File: src/rtl/obstacle_lane_scheduler.sv
// Obstacle lane scheduler: movement time base, speed tier, direction pattern and
// a round-robin one-hot step strobe shared by the lane position logic.
module obstacle_lane_scheduler #(
   parameter int         c_NB_LANES     = 4,
   parameter int         c_BASE_PERIOD  = 781250,
   parameter int         c_FREEZE_TICKS = 32,
   parameter logic [7:0] c_LFSR_SEED    = 8'hA5
) (
   input  logic                  i_Clk,
   input  logic                  i_Rst_N,
   input  logic                  i_Start,
   input  logic                  i_Collision,
   input  logic                  i_Level_Req,
   input  logic [5:0]            i_Score,
   output logic [c_NB_LANES-1:0] o_Step,
   output logic [c_NB_LANES-1:0] o_Reverse,
   output logic                  o_Level_Up,
   output logic [1:0]            o_Speed_Tier,
   output logic [1:0]            o_State
);

   localparam logic [19:0] c_PERIOD = 20'(c_BASE_PERIOD);
   localparam int          c_FW     = $clog2(c_FREEZE_TICKS + 1);

   typedef enum logic [1:0] {
      ST_IDLE  = 2'd0,
      ST_RUN   = 2'd1,
      ST_LEVEL = 2'd2,
      ST_HIT   = 2'd3
   } state_t;

   state_t            r_state;
   state_t            w_next_state;
   logic [19:0]       r_count;
   logic [19:0]       w_period;
   logic              w_tick;
   logic [1:0]        w_tier;
   logic [7:0]        r_lfsr;
   logic [7:0]        w_lfsr_next;
   logic [c_FW-1:0]   r_freeze;
   logic              w_do_level;
   logic              w_do_sweep;
   logic              w_restart;

   assign o_State     = r_state;
   assign w_period    = c_PERIOD >> o_Speed_Tier;
   assign w_tick      = ((r_state == ST_RUN) || (r_state == ST_LEVEL)) &&
                        (r_count == (w_period - 20'd1));
   assign w_lfsr_next = {r_lfsr[6:0], r_lfsr[7] ^ r_lfsr[5] ^ r_lfsr[4] ^ r_lfsr[3]};

   always_comb begin
      w_tier = 2'd3;
      if (i_Score <= 6'd3)
         w_tier = 2'd0;
      else if (i_Score <= 6'd6)
         w_tier = 2'd1;
      else if (i_Score <= 6'd9)
         w_tier = 2'd2;
   end

   always_ff @(posedge i_Clk or negedge i_Rst_N) begin
      if (!i_Rst_N)
         r_state <= ST_IDLE;
      else
         r_state <= w_next_state;
   end

   // In RUN a collision beats a level request, which beats a movement tick.
   always_comb begin
      w_next_state = r_state;
      w_do_level   = 1'b0;
      w_do_sweep   = 1'b0;
      w_restart    = 1'b0;
      case (r_state)
         ST_IDLE: begin
            if (i_Start) begin
               w_next_state = ST_RUN;
               w_restart    = 1'b1;
            end
         end
         ST_RUN: begin
            if (i_Collision)
               w_next_state = ST_HIT;
            else if (i_Level_Req) begin
               w_next_state = ST_LEVEL;
               w_do_level   = 1'b1;
            end else if (w_tick)
               w_do_sweep = 1'b1;
         end
         ST_LEVEL: begin
            if (i_Collision)
               w_next_state = ST_HIT;
            else if (w_tick && (r_freeze == c_FW'(1)))
               w_next_state = ST_RUN;
         end
         ST_HIT: begin
            if (i_Start) begin
               w_next_state = ST_RUN;
               w_restart    = 1'b1;
            end
         end
         default: w_next_state = ST_IDLE;
      endcase
   end

   always_ff @(posedge i_Clk or negedge i_Rst_N) begin
      if (!i_Rst_N) begin
         r_count      <= '0;
         o_Speed_Tier <= 2'd0;
         r_freeze     <= '0;
         r_lfsr       <= c_LFSR_SEED;
         o_Reverse    <= '0;
         o_Level_Up   <= 1'b0;
         o_Step       <= '0;
      end else begin
         o_Level_Up <= w_do_level;

         if ((w_next_state == ST_IDLE) || (w_next_state == ST_HIT) || w_tick || w_restart)
            r_count <= '0;
         else
            r_count <= r_count + 20'd1;

         // The tier only changes at a period boundary so a period is never cut short.
         if (w_tick || w_restart)
            o_Speed_Tier <= w_tier;

         if (w_do_level)
            r_freeze <= c_FW'(c_FREEZE_TICKS);
         else if ((r_state == ST_LEVEL) && w_tick && (r_freeze != '0))
            r_freeze <= r_freeze - c_FW'(1);

         if (w_do_level) begin
            r_lfsr    <= w_lfsr_next;
            o_Reverse <= w_lfsr_next[c_NB_LANES-1:0];
         end else if (w_restart)
            o_Reverse <= '0;

         // One-hot walks up one lane per cycle and falls off the top after the last lane.
         if (w_do_sweep)
            o_Step <= c_NB_LANES'(1);
         else if ((r_state == ST_RUN) && (w_next_state == ST_RUN))
            o_Step <= o_Step << 1;
         else
            o_Step <= '0;
      end
   end

endmodule

File: config.mk
export PLATFORM = sky130hd
export DESIGN_NAME = obstacle_lane_scheduler
export DESIGN_NICKNAME = d
export VERILOG_FILES = /design/src/rtl/obstacle_lane_scheduler.sv
export SDC_FILE = /design/constraint.sdc
export NUM_CORES = 1
export LEC_CHECK = 0
export ABC_AREA = 1
export CAP_MARGIN = 20
export CELL_PAD_IN_SITES_DETAIL_PLACEMENT = 0
export CELL_PAD_IN_SITES_GLOBAL_PLACEMENT = 1
export CORE_MARGIN = 2
export CORE_UTILIZATION = 43
export DETAILED_ROUTE_END_ITERATION = 7
export PLACE_DENSITY = 0.89
export SYNTH_ARGS = -nofsm -noshare
export SYNTH_HDL_FRONTEND = slang
export SYNTH_SLANG_ARGS = --single-unit
File: constraint.sdc
create_clock -name i_Clk -period 2.6 [get_ports i_Clk]
set_input_delay 0.78 -clock i_Clk [delete_from_list [all_inputs] [get_ports i_Clk]]
set_output_delay 0.78 -clock i_Clk [all_outputs]
set_load 0.05 [all_outputs]
[Word-level counts from Yosys, hierarchy flattened]
Index checks and enable logic that the tools add are counted.
Word-level totals
  flip-flop bits (word level): 47
  logic and storage cells: 66
Cells by class
  add/subtract/negate cells: 3
  magnitude comparators: 3
  equality and inequality tests: 7
  shift operators: 1
  mux-type cells: 25
  bitwise logic cells: 3
  reduce and logical (&&, ||, !) cells: 16
Operators by type and width (number)
  $add A20 B1 Y20 const B: 1
  $eq A20 B20 Y1: 1
  $mux W20: 1
  $shr A20 B2 Y20 const A: 1
  $sub A20 B1 Y20 const B: 1
  $mux W4: 4
  $mux W2: 7
  $mux W6: 2
  $mux W1: 10
  $eq A2 B2 Y1 const B: 3
  $eq A6 B1 Y1 const B: 1
  $le A6 B2 Y1 const B: 1
  $le A6 B3 Y1 const B: 1
  $le A6 B4 Y1 const B: 1
  $pmux W2 S3: 1
  $reduce_bool A6 Y1: 1
  $sub A6 B1 Y6 const B: 1
  $logic_and A1 B1 Y1: 5
  $logic_or A1 B1 Y1: 5
  $eq A2 B1 Y1 const B: 2
  $logic_not A2 Y1: 2
  $reduce_bool A2 Y1: 2
  $xor A1 B1 Y1: 3
  $reduce_or A2 Y1: 1

[Depth between registers and ports, before layout]
Gate-level depths: netlist of the first run.
  depth in word-level cells: 13
  mapped depth: 19
  depth with buffers taken out: 17

[Worst setup path before layout of the first run]
No wires, ideal clock.
  path kind: flip-flop to flip-flop
  start point: reg r_state[0], in the netlist o_State[0]
  end point: reg r_count[0]
  library setup time: 0.072 ns
  arrival: 2.568 ns
  slack: -0.039 ns
  stages on the path, launching flop included: 19
  clock period less this slack: 2.639 ns
  cells stage by stage: dfrtp_1 > inv_1 > ha_1 > inv_1 > nand4_1 > nor2_4 > nand3_1 > nor2_1 > nand3_1 > nand2_1 > nand2_1 > nand2_1 > nand2_1 > nand2_1 > ha_1 > nor2_8 > inv_2 > buf_6 > nor2_1
Between the ends
  cells in the longest elaborated chain, start to end: 12
  elaborated cells on any way between the ends: 21
  classes of those cells: eq/ne (4); mux (8); reduce/logical (9)
Ends and longest elaborated chain
  start, declared: line 32  | state_t r_state;
  start signal, assigned: line 65  | r_state <= w_next_state;
  $eq A2 B1 Y1 / $eq A2 B2 Y1 (equally long branches): line 47, 74
  $logic_or A1 B1 Y1: line 47  | assign w_tick = ((r_state == ST_RUN) || (r_state == ST_LEVEL)) &&
  $logic_and A1 B1 Y1: line 47
  $logic_and A1 B1 Y1: line 93  | else if (w_tick && (r_freeze == c_FW'(1)))
  $mux W2: line 93
  $mux W2: line 91  | if (i_Collision)
  $pmux W2 S3: line 74  | case (r_state)
  $eq A2 B2 Y1 / $logic_not A2 Y1 (equally long branches): line 118  | if ((w_next_state == ST_IDLE) || (w_next_state == ST_HIT) || w_tick || w_restart)
  $logic_or A1 B1 Y1 (2 in a row): line 118
  $logic_or A1 B1 Y1 (*): line 118
  $mux W20 (*): line 118
  end signal, assigned: line 121  | r_count <= r_count + 20'd1;
  end, declared: line 34  | logic [19:0] r_count;
Every way passes the cells marked *; elsewhere a longest branch is shown, timed or not.
A chain may end at the register's enable or synchronous reset.

[Final worst setup path of the first run]
  start point: reg r_state[0], in the netlist o_State[0]
  end point: out o_State[0]
RTL lines
  end, declared: line 19  | output logic [1:0] o_State
No word-level cell between the ends.

==> results of run 1 <==
-- cell type report --
type	count	area, um^2	share of cell area
inverter	45	178.9	0.05271
clock buffer	5	68.82	0.02027
multi-input combinational	275	1428	0.4206
clock inverter	3	71.32	0.02101
sequential	47	1184	0.3487
timing repair buffer	41	367.9	0.1084
tap	77	96.34	0.02838
-- power breakdown --
part	leakage (nW)	total, mW	internal [mW]	switching (mW)
logic	0.894	1.83	0.686	1.14
registers	0.619	0.995	0.873	0.121
clock network	0.0703	0.672	0.391	0.282
-- registers in the layout, summed over array words and instances, names as in the netlist --
register      flops
r_count          20
r_lfsr            8
r_freeze          6
o_Reverse         4
o_Step            4
o_Speed_Tier      2
o_State           2
o_Level_Up        1
-- synth_stat cells (all sizes together) (2+ instances only) --
| cell | count | share of area |
|---|---|---|
| clkbuf | 2 | 0.0027 |
| nand2 | 121 | 0.17 |
| o21ai | 20 | 0.037 |
| xnor2 | 3 | 0.0094 |
| inv | 45 | 0.062 |
| nor3b | 4 | 0.011 |
| nand4 | 6 | 0.013 |
| ha | 7 | 0.031 |
| dfrtp | 43 | 0.38 |
| xor2 | 9 | 0.028 |
| nor3 | 11 | 0.023 |
| a21oi | 9 | 0.016 |
| nand3 | 21 | 0.042 |
| buf | 3 | 0.012 |
| nor2 | 59 | 0.099 |
| dfstp | 4 | 0.038 |
-- placed cells by master (no fill, tap or decap), drive strengths merged --
cell type / n
nor2: 59
inv: 46
xor2: 9
nor3: 11
o31ai: 1
dfstp: 4
o21ai: 20
buf: 21
nor4: 1
o221ai: 1
nor3b: 4
and3: 1
nand3: 21
a21oi: 9
ha: 7
clkbuf: 5
clkdlybuf4s50: 20
bufinv: 2
nand4: 6
dfrtp: 43
nand2: 121
a31oi: 1
xnor2: 3
-- what timing repair did --
action                     CTS  global route
pin swaps                    0             1
setup endpoints to repair    2            18
buffers inserted             0             1
resized for setup            1             9
-- metal layers --
layer	up-vias	part of all wire	track usage	routed length, um
li1	1261	-	-	-
met1	1153	0.51	0.2755	3196
met2	38	0.44	0.2913	2771
met3	6	0.032	0.03147	198
met4	0	0.013	0.05195	83
met5	-	0	0	0
-- final timing paths --
check	start	end
max in group asynchronous	i_Rst_N	r_lfsr[5]
hold / removal	i_Rst_N	r_count[18]
min in group i_Clk	r_lfsr[2]	r_lfsr[2]
hold reg to reg	r_lfsr[2]	r_lfsr[2]
setup / recovery	o_State[0]	o_State[0]
setup reg to reg	o_State[0]	r_count[16]
-- per-stage QoR --
step | hold WS (ns) | TNS [ns] | total power, mW
after floorplan | 0.4422 | 0 | 2.222
after global placement | 0.4529 | -0.005191 | 2.679
after detailed placement | 0.4589 | -0.06163 | 2.694
after CTS | 0.4587 | 0 | 3.378
after global routing | 0.4628 | -0.04303 | 3.750
final | 0.4388 | 0 | 3.494
-- cell families after synthesis --
logic type	after synthesis	share of synthesized area
AOI/OAI and AO/OA	32	0.06122
DFF	47	0.4218
adders and majority gates	7	0.03128
xor gates and xnor gates	12	0.03754
buffers and inverters	50	0.07686
and+or+nand+nor	224	0.3713
==> impl_metrics.csv, run 1 <==
group,metric,value,unit
pwr,p_per_area,1029,mW/mm^2
routing,wl,6.249,mm
synthesis,syn_nets,390,
synthesis,ys.flop_type,"dfrtp_1",
timing,final-hold-violation-count,0,
synthesis,seq_area_frac_synth,0.4218,
synthesis,synth_cell_types,32,
routing,vias,2458,
critical_path,rrSetupSlack,0.22,ns
cts,clk_latency,0.32,ns
cts,cts_buffer_depth,2,
critical_path,endpoint_kind,"output port",
timing,fin_worst_skew,0.01374,ns
global_routing,grt_use_total,0.1890,
die,core-area,0.006314,mm^2
cts,htree_levels,2,
critical_path,crit_family,"buffers and inverters",
global_routing,grt_pass1_vias,2365,
die,die-area,0.007173,mm^2
cts,cts_hold_buf,0,
timing,setup_ws,0.2136,ns
cts,clk_pin_slew,0.10,ns
synthesis,yosys_warnings,0,
synthesis,synth-edff-count,0,
critical_path,arrival,1.61,ns
timing,fin_crit_sh,0.9178,
critical_path,crit_required,1.82,ns
layout,num_antenna_cells,0,
timing,tightest_slew,0.5421,ns
cts,clkSinkCount,47,
pwr,power_leakage,1.583,nW
pwr,peakVddDrop,0.7697,mV
synthesis,syn_avg_cell_area,7.527,um^2
place,io_buffers,23,
routing,drc,0,
place,place_ws,-0.04268,ns
routing,wl_per_cell,12.68,um
place,gp_congestion,0.8653,
layout,fillCellCount,618,
timing,slew_headroom,0.6386,
routing,ant_nets,0,
critical_path,crit_type,"reg -> out",
timing,fmax,0.4190,GHz
routing,dr.pass1.iters,4,
critical_path,path_depth,2,
global_routing,grt_overflow_total,0,
die,ios,24,
critical_path,crit_buf_inv,2,
synthesis,synthCells,372,
die,die_h,84.70,um
synthesis,synthArstFlopShare,1.000,
place,dp_cells,484,
synthesis,synth_seq_cells,47,
cts,root_buffer,"clkbuf_8",
cts,cts_buffers,5,
layout,final_nets,433,
critical_path,slowest_stage,"clkdlybuf4s50_1",
critical_path,crit_chain,"buf_4 > clkdlybuf4s50_1",
routing,first_iter_violations,146,
cts,cts_tree,"done",
global_routing,antenna_found_initial,0,
status,outcome,"finished, final reports clean",
layout,area_delta_synth_final,21.22,%
die,start_util,0.4435,
routing,drt-vias-per-instance,4.986,
timing,fin_crit,2.386,ns
critical_path,worstSetupStartpointType,"flip-flop",
die,chipWidth,84.70,um
global_routing,grt_max_degree,28,
timing,setup_viol_count_final,0,
worst_hold_path,hold_path.class,"in -> async",
critical_path,cpPeakStageDelay,0.79,ns
die,rows,29,
layout,fin_area,0.003395,mm^2
synthesis,syn_area,0.002800,mm^2
layout,fin_cells,493,
place,place_area,0.003217,mm^2
timing,drv_slew,0,
critical_path,reg2regPathDepth,18,
layout,finish.utilization,0.5377,
place,hpwlAfterDp,4.734,mm
flow_run,drv_cap,0,
layout,drive_gt1_frac,0.1538,
global_routing,grt_pass1_wl,10.86,mm
critical_path,crit_path_max_fanout,5,
(Power assumes the default switching activity.)
==> run 2: changes to the inputs <==
==> constraint.sdc (replaced) <==
create_clock -name i_Clk -period 2.6 [get_ports i_Clk]
set_input_delay 0.78 -clock i_Clk [delete_from_list [all_inputs] [get_ports i_Clk]]
set_output_delay 0.78 -clock i_Clk [all_outputs]
set_load 0.01 [all_outputs]
==> impl_metrics.csv, run 2 (synthesized netlist as in run 1, its figures left out) <==
group,metric,value,unit
layout,layout_common_cells,"nand2_1 (114), nor2_1 (49), dfrtp_1 (42)",
layout,final_common_cell,"nand2_1",
cts,htree_levels,2,
critical_path,arrival,2.60,ns
pwr,peakVddDrop,0.7220,mV
routing,dr_wl_met2,3.031,mm
die,die_h,84.70,um
die,core-area,0.006314,mm^2
cts,cts_tree,"done",
global_routing,grt_pass1_vias,2477,
global_routing,grt_overflow_total,0,
routing,top_layer_used,"met4",
place,place_ws,-0.06175,ns
timing,fmax,0.4231,GHz
timing,rsz0062_at_grt,"yes",
layout,reg.largest.list,"r_count x20, r_lfsr x8, r_freeze x6",
place,io_buffers,23,
layout,final_nets,432,
cts,clk_pin_slew,0.10,ns
layout,area_delta_synth_final,20.38,%
timing,slew_headroom,0.6679,
pwr,power.total,3.235,mW
timing,tightest_slew,0.4976,ns
routing,wl,6.347,mm
pwr,power_leakage,1.556,nW
die,ios,24,
routing,drc,0,
global_routing,antenna_found_initial,0,
routing,ant_nets,0,
global_routing,grt_pass1_wl,11.36,mm
critical_path,crit_path_max_fanout,7,
die,start_util,0.4435,
layout,fillCellCount,631,
routing,dr.pass1.iters,4,
timing,final-hold-violation-count,0,
routing,vias,2442,
timing,setup_ws,0.2364,ns
flow_run,drv_cap,0,
die,rows,29,
timing,setup_viol_count_final,0,
cts,clk_latency,0.30,ns
die,die-area,0.007173,mm^2
timing,fin_crit_sh,0.9091,
timing,fin_worst_skew,0.007546,ns
worst_hold_path,hold_path.class,"in -> async",
timing,drv_slew,0,
critical_path,crit_type,"reg -> reg",
layout,largest_register_ffs,20,
place,gp_congestion,0.8171,
routing,drt-vias-per-instance,4.963,
routing,wl_per_cell,12.90,um
cts,clkSinkCount,47,
critical_path,worstSetupStartpointType,"flip-flop",
critical_path,crit_required,2.84,ns
layout,num_antenna_cells,0,
cts,cts_buffers,5,
status,outcome,"finished, final reports clean",
cts,cts_buffer_depth,2,
global_routing,grt_max_degree,19,
layout,regMostFlops,"r_count",
routing,met3_length,180,um
global_routing,grt_use_total,0.1947,
die,chipWidth,84.70,um
place,hpwlAfterDp,4.855,mm
cts,root_buffer,"clkbuf_8",
routing,drt-met1-wl,3.088,mm
pwr,p_per_area,959.7,mW/mm^2
critical_path,endpoint_kind,"flip-flop",
routing,first_iter_violations,169,
layout,drive_gt1_frac,0.1542,
timing,fin_crit,2.364,ns
## run 2: per-layer routing
layer / up-vias / global-route usage
li1: 1253 / -
met1: 1149 / 0.2724
met2: 36 / 0.3243
met3: 4 / 0.03048
met4: 0 / 0.03463
met5: - / 0
## run 2: final timing paths
path / from / slack, ns / cells after the start / endpoint
min in group i_Clk: r_lfsr[2] / 0.47 / 2 / r_lfsr[2]
max in group asynchronous: i_Rst_N / 1.54 / 2 / r_lfsr[7]
worst max register to register: o_State[0] / 0.24 / 18 / r_count[10]
worst min register to register: r_lfsr[2] / 0.47 / 2 / r_lfsr[2]
worst max-delay path: o_State[0] / 0.24 / 18 / r_count[10]
worst min-delay path: i_Rst_N / 0.40 / 1 / o_State[0]
## run 2: repair_timing
action                                  in CTS  in global routing
gates resized for setup                      2                  9
hold endpoints to repair                     0                  0
gates cloned                                 0                  0
hold buffers                                 0                  0
endpoints found under the setup margin       2                 20
pin swaps                                    1                  2
setup buffers                                0                  4
## run 2: worst max-delay path, stage by stage, from the launching register on
cell and delay, ns:
dfrtp_1 0.40, inv_2 0.07, ha_4 0.20, inv_2 0.06, nand4_1 0.13, nor2_4 0.14, nand3_1 0.07, nor2_1 0.09
nand3_1 0.10, nand2_1 0.08, nand2_1 0.05, nand2_1 0.05, nand2_1 0.06, nand2_2 0.09, ha_4 0.22, nor2_8 0.18
buf_4 0.14, nand2_1 0.05, a21oi_2 0.10
## run 2: final cells by class
| type | instances | area [um^2] | share of cell area |
|---|---|---|---|
| timing repair buffer | 40 | 352.8 | 0.1047 |
| multi-input combinational | 275 | 1448 | 0.4295 |
| tap | 77 | 96.34 | 0.02858 |
| inverter | 45 | 176.4 | 0.05234 |
| clock inverter | 3 | 46.29 | 0.01373 |
| clock buffer | 5 | 68.82 | 0.02042 |
| sequential | 47 | 1182 | 0.3508 |
## run 2: metrics by stage
step                      hold WS [ns]  cells    TNS [ns]    util  instance area (um^2)
final                           0.4017    492           0  0.5339                  3371
after global routing            0.4025    492   -0.005161  0.5339                  3371
after CTS                       0.3999    488           0  0.5222                  3297
after detailed placement        0.4588    480     -0.1144  0.5034                  3178
after global placement          0.4537    480  -0.0003049  0.5034                  3178
after floorplan                 0.4422    372           0       -                  2800
## run 2: power breakdown
group | leakage [nW] | total, mW | internal, mW | switching [mW]
Sequential | 0.620 | 0.990 | 0.872 | 0.118
Clock | 0.0548 | 0.557 | 0.290 | 0.267
Combinational | 0.881 | 1.69 | 0.703 | 0.985
Total | 1.56 | 3.23 | 1.86 | 1.37
